### src/rtl/mips_pkg.sv
// Shared MIPS datapath definitions: operand width, register count and
// register-address types used by the register file, ALU and datapath.
package mips_pkg;

    localparam int DATA_W = 8;
    localparam int NREGS  = 8;
    localparam int REG_AW = $clog2(NREGS);

    typedef logic [DATA_W-1:0] data_t;
    typedef logic [REG_AW-1:0] regaddr_t;

    localparam regaddr_t REG_ZERO = {REG_AW{1'b0}};

endpackage

### src/rtl/mips_reg_cell.sv
// Single architectural register: synchronous active-high reset clears it,
// otherwise it loads d when its decoded write enable is set.
module mips_reg_cell #(
    parameter int WIDTH = 8
) (
    input  logic             clk,
    input  logic             rst,
    input  logic             we,
    input  logic [WIDTH-1:0] d,
    output logic [WIDTH-1:0] q
);

    logic [WIDTH-1:0] q_r;

    // Storage with reset taking priority over the write.
    always_ff @(posedge clk) begin
        if (rst) begin
            q_r <= {WIDTH{1'b0}};
        end else if (we) begin
            q_r <= d;
        end else begin
            q_r <= q_r;
        end
    end

    assign q = q_r;

endmodule

### src/rtl/mips_regfile.sv
// Register file feeding both ALU operands: r0 hardwired to zero, synchronous
// writes, combinational reads with optional write-to-read forwarding.
module mips_regfile
    import mips_pkg::*;
#(
    parameter int   WIDTH  = mips_pkg::DATA_W,
    parameter int   NREGS  = mips_pkg::NREGS,
    localparam int  AW     = $clog2(NREGS),
    parameter bit   BYPASS = 1'b0
) (
    input  logic             clk,
    input  logic             rst,
    input  logic [AW-1:0]    ra1,
    input  logic [AW-1:0]    ra2,
    output logic [WIDTH-1:0] rd1,
    output logic [WIDTH-1:0] rd2,
    input  logic             we,
    input  logic [AW-1:0]    wa,
    input  logic [WIDTH-1:0] wd,
    input  logic [AW-1:0]    dbg_addr,
    output logic [WIDTH-1:0] dbg_data
);

    logic [WIDTH-1:0] regs_s [NREGS];
    logic [NREGS-1:0] wen_s;
    logic             fwd_en_s;
    logic [WIDTH-1:0] rd1_s;
    logic [WIDTH-1:0] rd2_s;
    logic [WIDTH-1:0] dbg_s;

    // Entry 0 has no storage; every read of it sees zero.
    assign regs_s[0] = {WIDTH{1'b0}};
    assign wen_s[0]  = 1'b0;

    // One-hot write decode for the stored entries; wa==0 selects nothing.
    always_comb begin
        wen_s[NREGS-1:1] = {(NREGS-1){1'b0}};
        for (int i = 1; i < NREGS; i++) begin
            if (we && (wa == AW'(i))) begin
                wen_s[i] = 1'b1;
            end else begin
                wen_s[i] = 1'b0;
            end
        end
    end

    for (genvar g = 1; g < NREGS; g++) begin : g_cell
        mips_reg_cell #(.WIDTH(WIDTH)) u_cell (
            .clk (clk),
            .rst (rst),
            .we  (wen_s[g]),
            .d   (wd),
            .q   (regs_s[g])
        );
    end

    // Forwarding is suppressed in the reset cycle since the write is dropped.
    assign fwd_en_s = BYPASS && we && !rst && (wa != REG_ZERO);

    // Read port 1 (ALU operand a).
    always_comb begin
        rd1_s = regs_s[ra1];
        if (fwd_en_s && (wa == ra1)) begin
            rd1_s = wd;
        end else begin
            rd1_s = regs_s[ra1];
        end
    end

    // Read port 2 (ALU operand b).
    always_comb begin
        rd2_s = regs_s[ra2];
        if (fwd_en_s && (wa == ra2)) begin
            rd2_s = wd;
        end else begin
            rd2_s = regs_s[ra2];
        end
    end

    // Debug observation port, same read rules as the operand ports.
    always_comb begin
        dbg_s = regs_s[dbg_addr];
        if (fwd_en_s && (wa == dbg_addr)) begin
            dbg_s = wd;
        end else begin
            dbg_s = regs_s[dbg_addr];
        end
    end

    assign rd1      = rd1_s;
    assign rd2      = rd2_s;
    assign dbg_data = dbg_s;

endmodule

### config.mk
export PLATFORM = sky130hd
export DESIGN_NAME = mips_regfile
export DESIGN_NICKNAME = d
export VERILOG_FILES = /design/src/rtl/mips_pkg.sv /design/src/rtl/mips_reg_cell.sv /design/src/rtl/mips_regfile.sv
export SDC_FILE = /design/constraint.sdc
export NUM_CORES = 1
export LEC_CHECK = 0
export BUFFER_PORTS_ARGS = -buffer_cell sky130_fd_sc_hd__buf_2
export CORE_UTILIZATION = 50
export DETAILED_ROUTE_END_ITERATION = 7
export PLACE_DENSITY_LB_ADDON = 0.2
export RECOVER_POWER = 50
export SYNTH_ARGS = -nofsm -noshare
export SYNTH_HDL_FRONTEND = slang
export SYNTH_HIERARCHICAL = 1
export SYNTH_SLANG_ARGS = --single-unit
### constraint.sdc
create_clock -name clk -period 1.1 [get_ports clk]
set_input_delay 0.11 -clock clk [delete_from_list [all_inputs] [get_ports clk]]
set_output_delay 0.11 -clock clk [all_outputs]
set_load 0.005 [all_outputs]
* Word-level counts from Yosys, hierarchy flattened
Index checks and enable logic that the tools add are counted.
** Operators by class
- Magnitude comparators :: 3
- Equal/unequal tests :: 7
- Multiplexer cells :: 16
- Bitwise gates (word level) :: 3
- Reduce and logical (&&, ||, !) cells :: 7
** Operators by type and width (number)
- 8-bit binary-select mux with 3-bit select :: 3
- 8-bit 2-to-1 mux :: 6
- 3-bit == test, second input constant :: 4
- 4-bit greater-or-equal comparator, second input constant :: 3
- 3-bit inverter with 4-bit output :: 3
- 1-bit logical AND :: 7
- 1-bit 2-to-1 mux :: 7
- 3-bit by 2-bit == test with 1-bit output, second input constant :: 2
- 3-bit by 1-bit == test with 1-bit output, second input constant :: 1
** Storage, ports and cells
- Register bits :: 56
- Output and inout bits :: 24
- Logic and storage cells :: 43

* Depth between registers and ports, before layout
Gate-level depths: netlist (run 1).
- Depth after elaboration :: 4
- Depth in mapped cells :: 5
- Depth with buffers taken out :: 4

* Hierarchy
The synthesis (run 1) kept the hierarchy.
** By module, submodules not included
- mips_reg_cell :: instances 7, cells an instance 26, area each 285.3 um^2, sequential area each 160.2 um^2
- mips_regfile :: instances 1, cells an instance 173, area each 1632.8 um^2, sequential area each 0.0 um^2

* Worst setup path before layout (run 1)
No wires, ideal clock.
- Path kind :: input to output
- From :: in ra1[1]
- To :: out rd1[3]
- Arrival time :: 938 ps
- Path slack :: 52 ps
- Stages on the path :: 5
- Path buffers :: 2
- Cell sequence :: buf_6 buf_12 mux2_4 a221oi_2 a221oi_2
** Between the ends
- Cells in the longest elaborated chain, start to end :: 4
** RTL lines
- from (decl) :: RTL line mips_regfile.sv:13 : input logic [AW-1:0] ra1,
- 3-bit inverter with 4-bit output (implied by the code) :: RTL line mips_regfile.sv:66 : rd1_s = regs_s[ra1];
- 8-bit binary-select mux with 3-bit select :: RTL line mips_regfile.sv:66
- 8-bit 2-to-1 mux (implied by the code) (2 in series) :: RTL line mips_regfile.sv:66
- to (decl) :: RTL line mips_regfile.sv:15 : output logic [WIDTH-1:0] rd1,
Every way passes these cells. The select of a mux whose other input is x is not followed.

* Worst setup path in the final report (run 1)
- From :: reg g_cell[1].u_cell.q_r[1]
- To :: out rd1[1]
** Between the ends
- Cells in the longest elaborated chain, start to end :: 3
** RTL lines
- from (decl) :: RTL line mips_reg_cell.sv:13 : logic [WIDTH-1:0] q_r;
- from (signal assigned) :: RTL line mips_reg_cell.sv:18 : q_r <= {WIDTH{1'b0}};
- from (signal assigned) :: RTL line mips_reg_cell.sv:22 : q_r <= q_r;
- 8-bit binary-select mux with 3-bit select :: RTL line mips_regfile.sv:66
- 8-bit 2-to-1 mux (implied by the code) (2 in series) :: RTL line mips_regfile.sv:66
Every way passes these cells. The select of a mux whose other input is x is not followed.

==> results of run 1 <==
-- power by group through the flow --
stage	combinational, mW	clock, mW	sequential [mW]
finish	1.06	1.09	2.13
detailed placement	0.920	0	2.17
CTS	0.989	1.09	2.12
floorplan	0.542	0	2.15
global placement	0.906	0	2.16
global route	1.12	1.19	2.14
-- kinds of logic after synthesis --
logic type	count (synthesis)	synth area share
buffers and inverters	37	0.0838
muxes	128	0.374
and+or+nand+nor	85	0.0965
AOI/OAI and AO/OA	49	0.137
DFF	56	0.309
-- worst min-delay path, delay by kind of cell --
family,cells,cell delay [ns]
muxes,1,0.08
and+or+nand+nor,1,0.07
buffers and inverters,1,0.14
-- final cells by class --
cell class	instances	area, µm²	area share
clock buffers	6	72.6	0.0152
flip-flops and latches	56	1140	0.240
clock inverters	1	5.00	0.00105
repair buffers	121	838	0.176
well taps	96	120	0.0252
multi-input cells	262	2580	0.542
inverters	1	3.75	0.000788
-- cell usage after synthesis --
library cell	number	area, µm²
mux2_2	33	372
a221oi_1	24	210
mux2i_1	88	881
buf_12	4	80.1
clkbuf_1	5	18.8
mux2_4	7	105
inv_1	1	3.75
dfxtp_1	56	1120
nand2_1	4	15.0
nor3_1	1	5.00
buf_1	7	26.3
nor2b_1	4	25.0
buf_6	12	135
a21oi_1	1	5.00
a31oi_1	1	6.26
nand2b_1	4	25.0
clkbuf_2	3	15.0
and2_1	2	12.5
a221oi_2	15	225
nor2_1	69	259
buf_2	5	25.0
o22ai_1	8	50.1
nor2b_2	1	8.76
-- metal layers --
layer  share of wire  track usage  wire (µm)  vias up
met5               0            0          0        -
met4           0.023        0.119        255        0
met3           0.044       0.0436        491       22
met2            0.48        0.483       5340       99
met1            0.45        0.397       5030     1566
li1                -            -          -     1495
-- cells in the final DEF (no fill, tap or decap), types with 5 or more instances in the layout --
cell and instances:
dfxtp_1 38, clkbuf_8 5, nor2_1 69, buf_2 43, a221oi_4 14, mux2i_1 88, clkbuf_1 11, o22ai_1 7
dfxtp_2 18, mux2_2 19, buf_12 6, mux2_4 21, buf_4 59, a221oi_2 24
-- timing repair --
item / in CTS / in global routing
setup endpoints to repair: 24 / 24
hold endpoints to repair: 0 / 0
pin swaps: 11 / 7
cloned: 0 / 0
buffers inserted: 2 / 1
resized for setup: 51 / 25
-- how the worst min path moves through the flow --
stage	endpoint	cells after the start	slack, ns	from
after floorplan	g_cell[1].u_cell/q[0]	2	0.26	wd[0]
after detailed placement	g_cell[4].u_cell/q[4]	3	0.46	wd[4]
final	g_cell[4].u_cell/q[4]	3	0.13	wd[4]
after global routing	g_cell[4].u_cell/q[4]	3	0.14	wd[4]
after CTS	g_cell[4].u_cell/q[4]	3	0.13	wd[4]
after global placement	g_cell[5].u_cell/q[4]	3	0.45	wd[4]
-- per-stage QoR --
step | util | area (µm²) | setup slack [ns]
final | 0.690 | 4760 | -0.477
after global routing | 0.690 | 4760 | -0.527
after CTS | 0.670 | 4630 | -0.448
after global placement | 0.623 | 4300 | -0.308
after detailed placement | 0.623 | 4300 | -0.335
after floorplan | - | 3630 | 0.0524
==> reports/results.ini, run 1 <==
[pwr]
combPwrFrac = 0.248
leakage_nw = 1.95
p_sw_frac = 0.294
seq_power_share = 0.498
vdd_drop_max_uv = 600
p_int_mw = 3.02
switchingPower_mw = 1.26
p_clk_frac = 0.254
totalPowerFinal_mw = 4.28
cellPowerDensity_nw_per_um2 = 898

[synthesis]
synth-seq-cells = 56
yosysWarnings = 6
synth_nets = 378
yosysUniqueCellTypes = 23
synth_cells = 355
syn_area_um2 = 3630
yosysSeqAreaShare = 0.309
avgSynthCellArea_um2 = 10.2

[global_route]
grt_overflow = 0
grt_max_degree = 57
grt_pass1_wl_um = 16800
grt_pass1_vias = 3126
antenna_found_initial = 0
grt_use_total = 0.298

[sta]
rsz0062_at_grt = yes
slew_violations = 0
max_freq_mhz = 634
hold_viol_final = 0
finClkSkew_ns = 0
slew_headroom = 0.556
fin_ws_ns = -0.477
fin_crit_sh = 1.43
tightestPinTransition_ns = 0.663
setup_violations = 24
tns_ns = -9.78
layout_min_cycle_time_ns = 1.58
finalHoldWorstSlack_ns = 0.128

[floorplanning]
io_pins = 47
core_um2 = 6910
start_util = 0.526
die-area_um2 = 7600
die_w_um = 87.2
fp.dieH_um = 87.2
rows = 30

[worst_setup_path]
slowest_stage = dfxtp_2
reg2reg_from = g_cell[1].u_cell/q[7]
crit_type = reg2out
max_stage_delay_ns = 0.35
rrSetupSlack_ns = 0.22
cp-endpoint = rd1[1]
end_kind = primary output
setup.worst_path.start = g_cell[1].u_cell/q[1]
ff2ff_path_depth = 4
path_cells = mux2_4 > a221oi_4 > a221oi_2 > buf_2
crit_buf_inv = 1
cp_data_arrival_time_ns = 1.47
path_delay_family = compound AO/OA/AOI/OAI gates
worstPathRequired_ns = 0.99
critical_path_peak_fanout = 4
regToRegEndpoint = g_cell[1].u_cell/q[7]
crit_path_start_kind = flip-flop
path_depth = 4

[clocking]
hold_buffers = 0
htree_levels = 2
cts_tree = built
clockBufferDepth = 2
clock-sinks = 56
clk_latency_ns = 0.31
cts_root_buffer = clkbuf_8
path_clk_slew_ns = 0.10
numCtsBuffers = 5

[finish]
nFillCells = 556
drive_above_1_share = 0.485
layout.cells.non_filler = 543
antenna_cells = 0
final_nets = 470
largest_register_ffs = 56
area_growth_pct = 31.3

[route]
routed_via_density = 5.86
vias = 3182
antenna_left = 0
wirelength_um = 11100
dr.pass1.iters = 4
drcViolationCount = 0
drt_iter0_markers = 160
wl_per_cell_um = 20.5

[min_path]
hp-class = in2reg

[placement]
place.gp.congestion = 0.994
dp_cells = 534
numPortBuffers = 46
hpwl_um = 8020

[outcome]
run_status = complete, but fails checks
violations = negative setup slack

[flow_run]
maxCapViolCount = 0

Note: power is estimated with default switching activity, not from simulation.
==> run 2: changes to the inputs <==
- BUFFER_PORTS_ARGS: -buffer_cell sky130_fd_sc_hd__buf_2 -> not set
- DONT_BUFFER_PORTS: not set -> 1
==> run 2 against run 1 <==
  * The run ends with negative hold slack, negative setup slack left
  * Global-route usage is 0.42 points lower
  * Largest cell class unchanged
  * Critical endpoint is now rd1[2]
  * Final area is 9.9% lower
  * Die area stayed put
  * Clock power is 11% higher
  * Non-clock buffer count is 75 lower
  * Critical path type unchanged
  * Highest routed layer unchanged
  * Maximum frequency is 0.21% lower
  * Critical path depth stayed put
==> reports/results.ini, run 2 (synthesized netlist as in run 1, its figures left out) <==
[outcome]
run_status = complete, but fails checks
violations = negative hold slack, negative setup slack

[floorplanning]
die_w_um = 87.2  ; unchanged
rows = 30  ; unchanged
start_util = 0.526  ; unchanged
fp.dieH_um = 87.2  ; unchanged
core_um2 = 6910  ; unchanged
die-area_um2 = 7600  ; unchanged
io_pins = 47  ; unchanged

[finish]
nFillCells = 561  ; +0.90%
area_growth_pct = 18.2
layout_common_cells = mux2i_1 (88), nor2_1 (64), dfxtp_1 (43)
antenna_cells = 0  ; unchanged
seqCellArea_um2 = 1140  ; -0.55%
largest_register_ffs = 56  ; unchanged
multiInputGateArea_um2 = 2590  ; +0.34%
drive_above_1_share = 0.391  ; -0.0940
final_common_cell = mux2i_1
final_nets = 395  ; -16%

[global_route]
grt_util_met2 = 0.461  ; -0.0222
antenna_found_initial = 0  ; unchanged
grt_max_degree = 57  ; unchanged
grt.busiest_layer = met2
use_met3 = 0.0787  ; +0.0351
grt_overflow = 0  ; unchanged
grt_use_met1 = 0.392  ; -0.00514
grt_use_total = 0.293  ; -0.00424
grt_pass1_wl_um = 16300  ; -2.6%
grt_pass1_vias = 2800  ; -10%

[sta]
setup_violations = 24  ; unchanged
finalHoldWorstSlack_ns = -0.168  ; -0.296 ns
tightestPinTransition_ns = 0.758  ; +0.0946 ns
fin_ws_ns = -0.480  ; -0.00328 ns
fin_crit_sh = 1.44  ; +0.00298
hold_viol_final = 56  ; +56
max_freq_mhz = 633  ; -0.21%
finClkSkew_ns = 0  ; unchanged
slew_headroom = 0.494  ; -0.0621
rsz0062_at_grt = yes
layout_min_cycle_time_ns = 1.58  ; +0.00328 ns
slew_violations = 0  ; unchanged
tns_ns = -8.28  ; +1.50 ns

[worst_setup_path]
rrSetupSlack_ns = 0.27  ; +0.05 ns
crit_type = reg2out
end_kind = primary output
critical_path_peak_fanout = 3  ; -1
worstPathRequired_ns = 0.99  ; about the same
cp_data_arrival_time_ns = 1.47  ; about the same
crit_path_start_kind = flip-flop

[clocking]
cts_root_buffer = clkbuf_8
htree_levels = 2  ; unchanged
clock-sinks = 56  ; unchanged
clk_latency_ns = 0.33  ; +0.02 ns
clockBufferDepth = 2  ; unchanged
cts_tree = built
path_clk_slew_ns = 0.12  ; +0.02 ns
numCtsBuffers = 5  ; unchanged

[route]
routed_via_density = 6.25  ; +6.6%
wirelength_um = 11000  ; -1.2%
drt_iter0_markers = 147  ; -8.1%
drcViolationCount = 0  ; unchanged
antenna_left = 0  ; unchanged
dr.pass1.iters = 4  ; unchanged
vias = 2931  ; -7.9%
wl_per_cell_um = 23.4  ; +14%

[pwr]
vdd_drop_max_uv = 579  ; -3.5%
switchingPower_mw = 1.11  ; -12%
combPwrFrac = 0.169  ; -0.079
leakage_nw = 1.60  ; -18%
seq_power_share = 0.530  ; +0.032
p_int_mw = 2.90  ; -4.0%
p_clk_frac = 0.301  ; +0.047
totalPowerFinal_mw = 4.01  ; -6.2%
cellPowerDensity_nw_per_um2 = 935  ; +4.1%
p_sw_frac = 0.278  ; -0.0167

[placement]
numPortBuffers = 0  ; -100%
place.gp.congestion = 0.841  ; -15%
hpwl_um = 7230  ; -9.8%

[flow_run]
maxCapViolCount = 0  ; unchanged

[min_path]
hp-class = in2reg

-- run 2: area by class of cell --
cell class	instances	share of cell area
tap	96	0.0280
clock inverter	3	0.00554
inverter	1	0.000875
multi-input combinational	262	0.603
sequential	56	0.265
timing repair buffer	46	0.0810
clock buffer	5	0.0160
-- run 2: repair_timing --
action / in CTS / in global routing
buffers inserted: 1 / 0
cloned: 0 / 0
endpoints found under the setup margin: 24 / 24
endpoints found under the hold margin: 56 / 56
pin swaps: 9 / 7
gates resized for setup: 50 / 26
-- run 2: metal layers --
layer,share of wire,routed length [µm]
met1,0.45,4900
met2,0.47,5110
met3,0.062,680
met4,0.027,300
met5,0,0
-- run 2: worst paths after layout --
kind                    startpoint                    end  cells after the start
min                            rst  g_cell[1].u_cell/q[0]                      1
max reg2reg  g_cell[2].u_cell/q[2]  g_cell[2].u_cell/q[2]                      3
min reg2reg  g_cell[1].u_cell/q[4]  g_cell[1].u_cell/q[4]                      2
max          g_cell[1].u_cell/q[2]                 rd1[2]                      4
-- run 2: through the flow --
stage,hold slack (ns),util,setup slack (ns),area [µm²],instances
4_1_cts,-0.169,0.600,-0.429,4150,469
5_1_grt,-0.190,0.621,-0.538,4290,469
3_5_place_dp,0.189,0.552,-0.116,3810,460
6_report,-0.168,0.621,-0.480,4290,469
3_3_place_gp,0.188,0.552,-0.0999,3810,460
2_1_floorplan,0.257,-,0.0524,3630,355
-- run 2: power by group through the flow --
stage | clock network (mW) | logic [mW] | registers (mW)
after global placement | 0 | 0.567 | 2.16
after CTS | 1.22 | 0.628 | 2.12
after global routing | 1.31 | 0.716 | 2.13
after floorplan | 0 | 0.542 | 2.15
after detailed placement | 0 | 0.573 | 2.16
final | 1.21 | 0.679 | 2.13
-- run 2: critical path, cell delays in order (launching register included) --
cell and delay (ns):
dfxtp_2 0.34, mux2_2 0.27, a221oi_2 0.24, a221oi_1 0.10, buf_4 0.20
==> run 3: changes to the inputs <==
- ABC_CLOCK_PERIOD_IN_PS: not set -> 1100
- SKIP_CTS_REPAIR_TIMING: not set -> 1
- TNS_END_PERCENT: not set -> 50
==> run 3 against run 2 <==
  * The run still ends with negative hold slack, negative setup slack left
  * Sequential share of layout area grew 1.1 points
  * Via count down 0.55%
  * Clock power about the same
  * Sequential power is essentially flat
  * Hold slack worse by 0.0013 ns
  * Cell count shrank 0.21%
  * Flip-flop and latch count unchanged
  * Routed wire length shrank 3.8%
  * First-iteration DRC count is 41% higher
  * Clock-buffer cell count did not move
  * Critical endpoint is now rd1[7]
==> reports/results.ini, run 3 (synthesized netlist as in run 1, its figures left out) <==
[worst_setup_path]
max_stage_delay_ns = 0.37  ; +0.03 ns
crit_buf_inv = 1  ; unchanged
setup.worst_path.start = g_cell[3].u_cell/q[7]
path_cells = mux2_4 > a221oi_4 > a221oi_2 > buf_4
crit_type = reg2out
slowest_stage = dfxtp_1
path_delay_family = flip-flops
reg2reg_from = g_cell[2].u_cell/q[4]
crit_path_start_kind = flip-flop
worstPathRequired_ns = 0.99  ; about the same
cp_data_arrival_time_ns = 1.47  ; about the same
end_kind = primary output
critical_path_peak_fanout = 4  ; +1

[global_route]
grt_max_degree = 57  ; unchanged
grt_pass1_wl_um = 15800  ; -3.4%
grt_overflow = 0  ; unchanged
antenna_found_initial = 0  ; unchanged
grt_pass1_vias = 2753  ; -1.7%
grt_use_total = 0.282  ; -0.0111

[clocking]
path_clk_slew_ns = 0.12  ; about the same
htree_levels = 2  ; unchanged
clock-sinks = 56  ; unchanged
cts_tree = built
clockBufferDepth = 2  ; unchanged
numCtsBuffers = 5  ; unchanged
clk_latency_ns = 0.33  ; about the same
cts_root_buffer = clkbuf_8

[sta]
finalHoldWorstSlack_ns = -0.169  ; -0.00127 ns
rsz0062_at_grt = yes
fin_crit_sh = 1.44  ; -0.00157
finClkSkew_ns = 0  ; unchanged
slew_headroom = 0.517  ; +0.0231
tightestPinTransition_ns = 0.723  ; -0.0346 ns
setup_violations = 24  ; unchanged
max_freq_mhz = 633  ; +0.11%
slew_violations = 0  ; unchanged
layout_min_cycle_time_ns = 1.58  ; -0.00173 ns
hold_viol_final = 56  ; unchanged
fin_ws_ns = -0.479  ; +0.00173 ns

[finish]
antenna_cells = 0  ; unchanged
area_growth_pct = 13.9
multiInputGateArea_um2 = 2420  ; -6.4%
post-route-util = 0.599  ; -0.0226
largest_register_ffs = 56  ; unchanged
seqCellArea_um2 = 1140  ; +0.22%
final_nets = 394  ; -0.25%
nFillCells = 593  ; +5.7%
layout_common_cells = mux2i_1 (88), nor2_1 (67), buf_4 (41), dfxtp_1 (41), mux2_2 (28)
final_common_cell = mux2i_1
drive_above_1_share = 0.374  ; -0.0178
finalInstanceArea_um2 = 4140  ; -3.6%

[outcome]
violations = negative hold slack, negative setup slack
run_status = complete, but fails checks

[route]
antenna_left = 0  ; unchanged
routed_via_density = 6.23  ; -0.33%
wl_per_cell_um = 22.6  ; -3.6%
wirelength_um = 10600  ; -3.8%
drcViolationCount = 0  ; unchanged
vias = 2915  ; -0.55%
dr.pass1.iters = 5  ; +1
drt_iter0_markers = 207  ; +41%

[floorplanning]
core_um2 = 6910  ; unchanged
die_w_um = 87.2  ; unchanged
fp.dieH_um = 87.2  ; unchanged
start_util = 0.526  ; unchanged
io_pins = 47  ; unchanged
die-area_um2 = 7600  ; unchanged
rows = 30  ; unchanged

[placement]
placed_area_um2 = 3810  ; unchanged
place.gp.congestion = 0.841  ; unchanged
numPortBuffers = 0  ; unchanged
hpwl_um = 7230  ; unchanged

[flow_run]
maxCapViolCount = 0  ; unchanged

[min_path]
hp-start = rst
hp-class = in2reg

[pwr]
totalPowerFinal_mw = 3.96  ; -1.3%
vdd_drop_max_uv = 584  ; +0.81%
leakage_nw = 1.57  ; -1.8%
cellPowerDensity_nw_per_um2 = 958  ; +2.5%

==> run 3: metal layers <==
layer,wire length (µm),vias to the layer above,GRT usage
met5,0,-,0
met4,229,0,0.110
met3,873,19,0.0664
met2,4790,127,0.447
met1,4680,1428,0.372
li1,-,1341,-
==> run 3: where the power goes <==
group	switching, mW	internal [mW]
Combinational	0.284	0.349
Clock	0.754	0.454
Sequential	0.0485	2.07
==> run 3: final cells by class <==
class / count / area share
clock buffers: 5 / 0.0166
clock inverters: 3 / 0.00575
inverters: 1 / 0.000908
multi-input cells: 262 / 0.586
flip-flops and latches: 56 / 0.276
well taps: 96 / 0.0290
repair buffers: 45 / 0.0859
==> run 3: final timing paths <==
check                          end  slack, ns  depth (start not counted)
max                         rd1[7]      -0.48                          4
min          g_cell[3].u_cell/q[0]      -0.17                          1
max reg2reg  g_cell[2].u_cell/q[4]       0.28                          2
min reg2reg  g_cell[1].u_cell/q[0]       0.53                          2
==> run 3: stage by stage <==
stage | TNS [ns] | worst slack [ns] | cells
floorplan | 0 | 0.0524 | 355
global placement | -0.712 | -0.0999 | 460
detailed placement | -0.876 | -0.116 | 460
CTS | -8.81 | -0.491 | 468
global route | -9.47 | -0.535 | 468
finish | -8.15 | -0.479 | 468
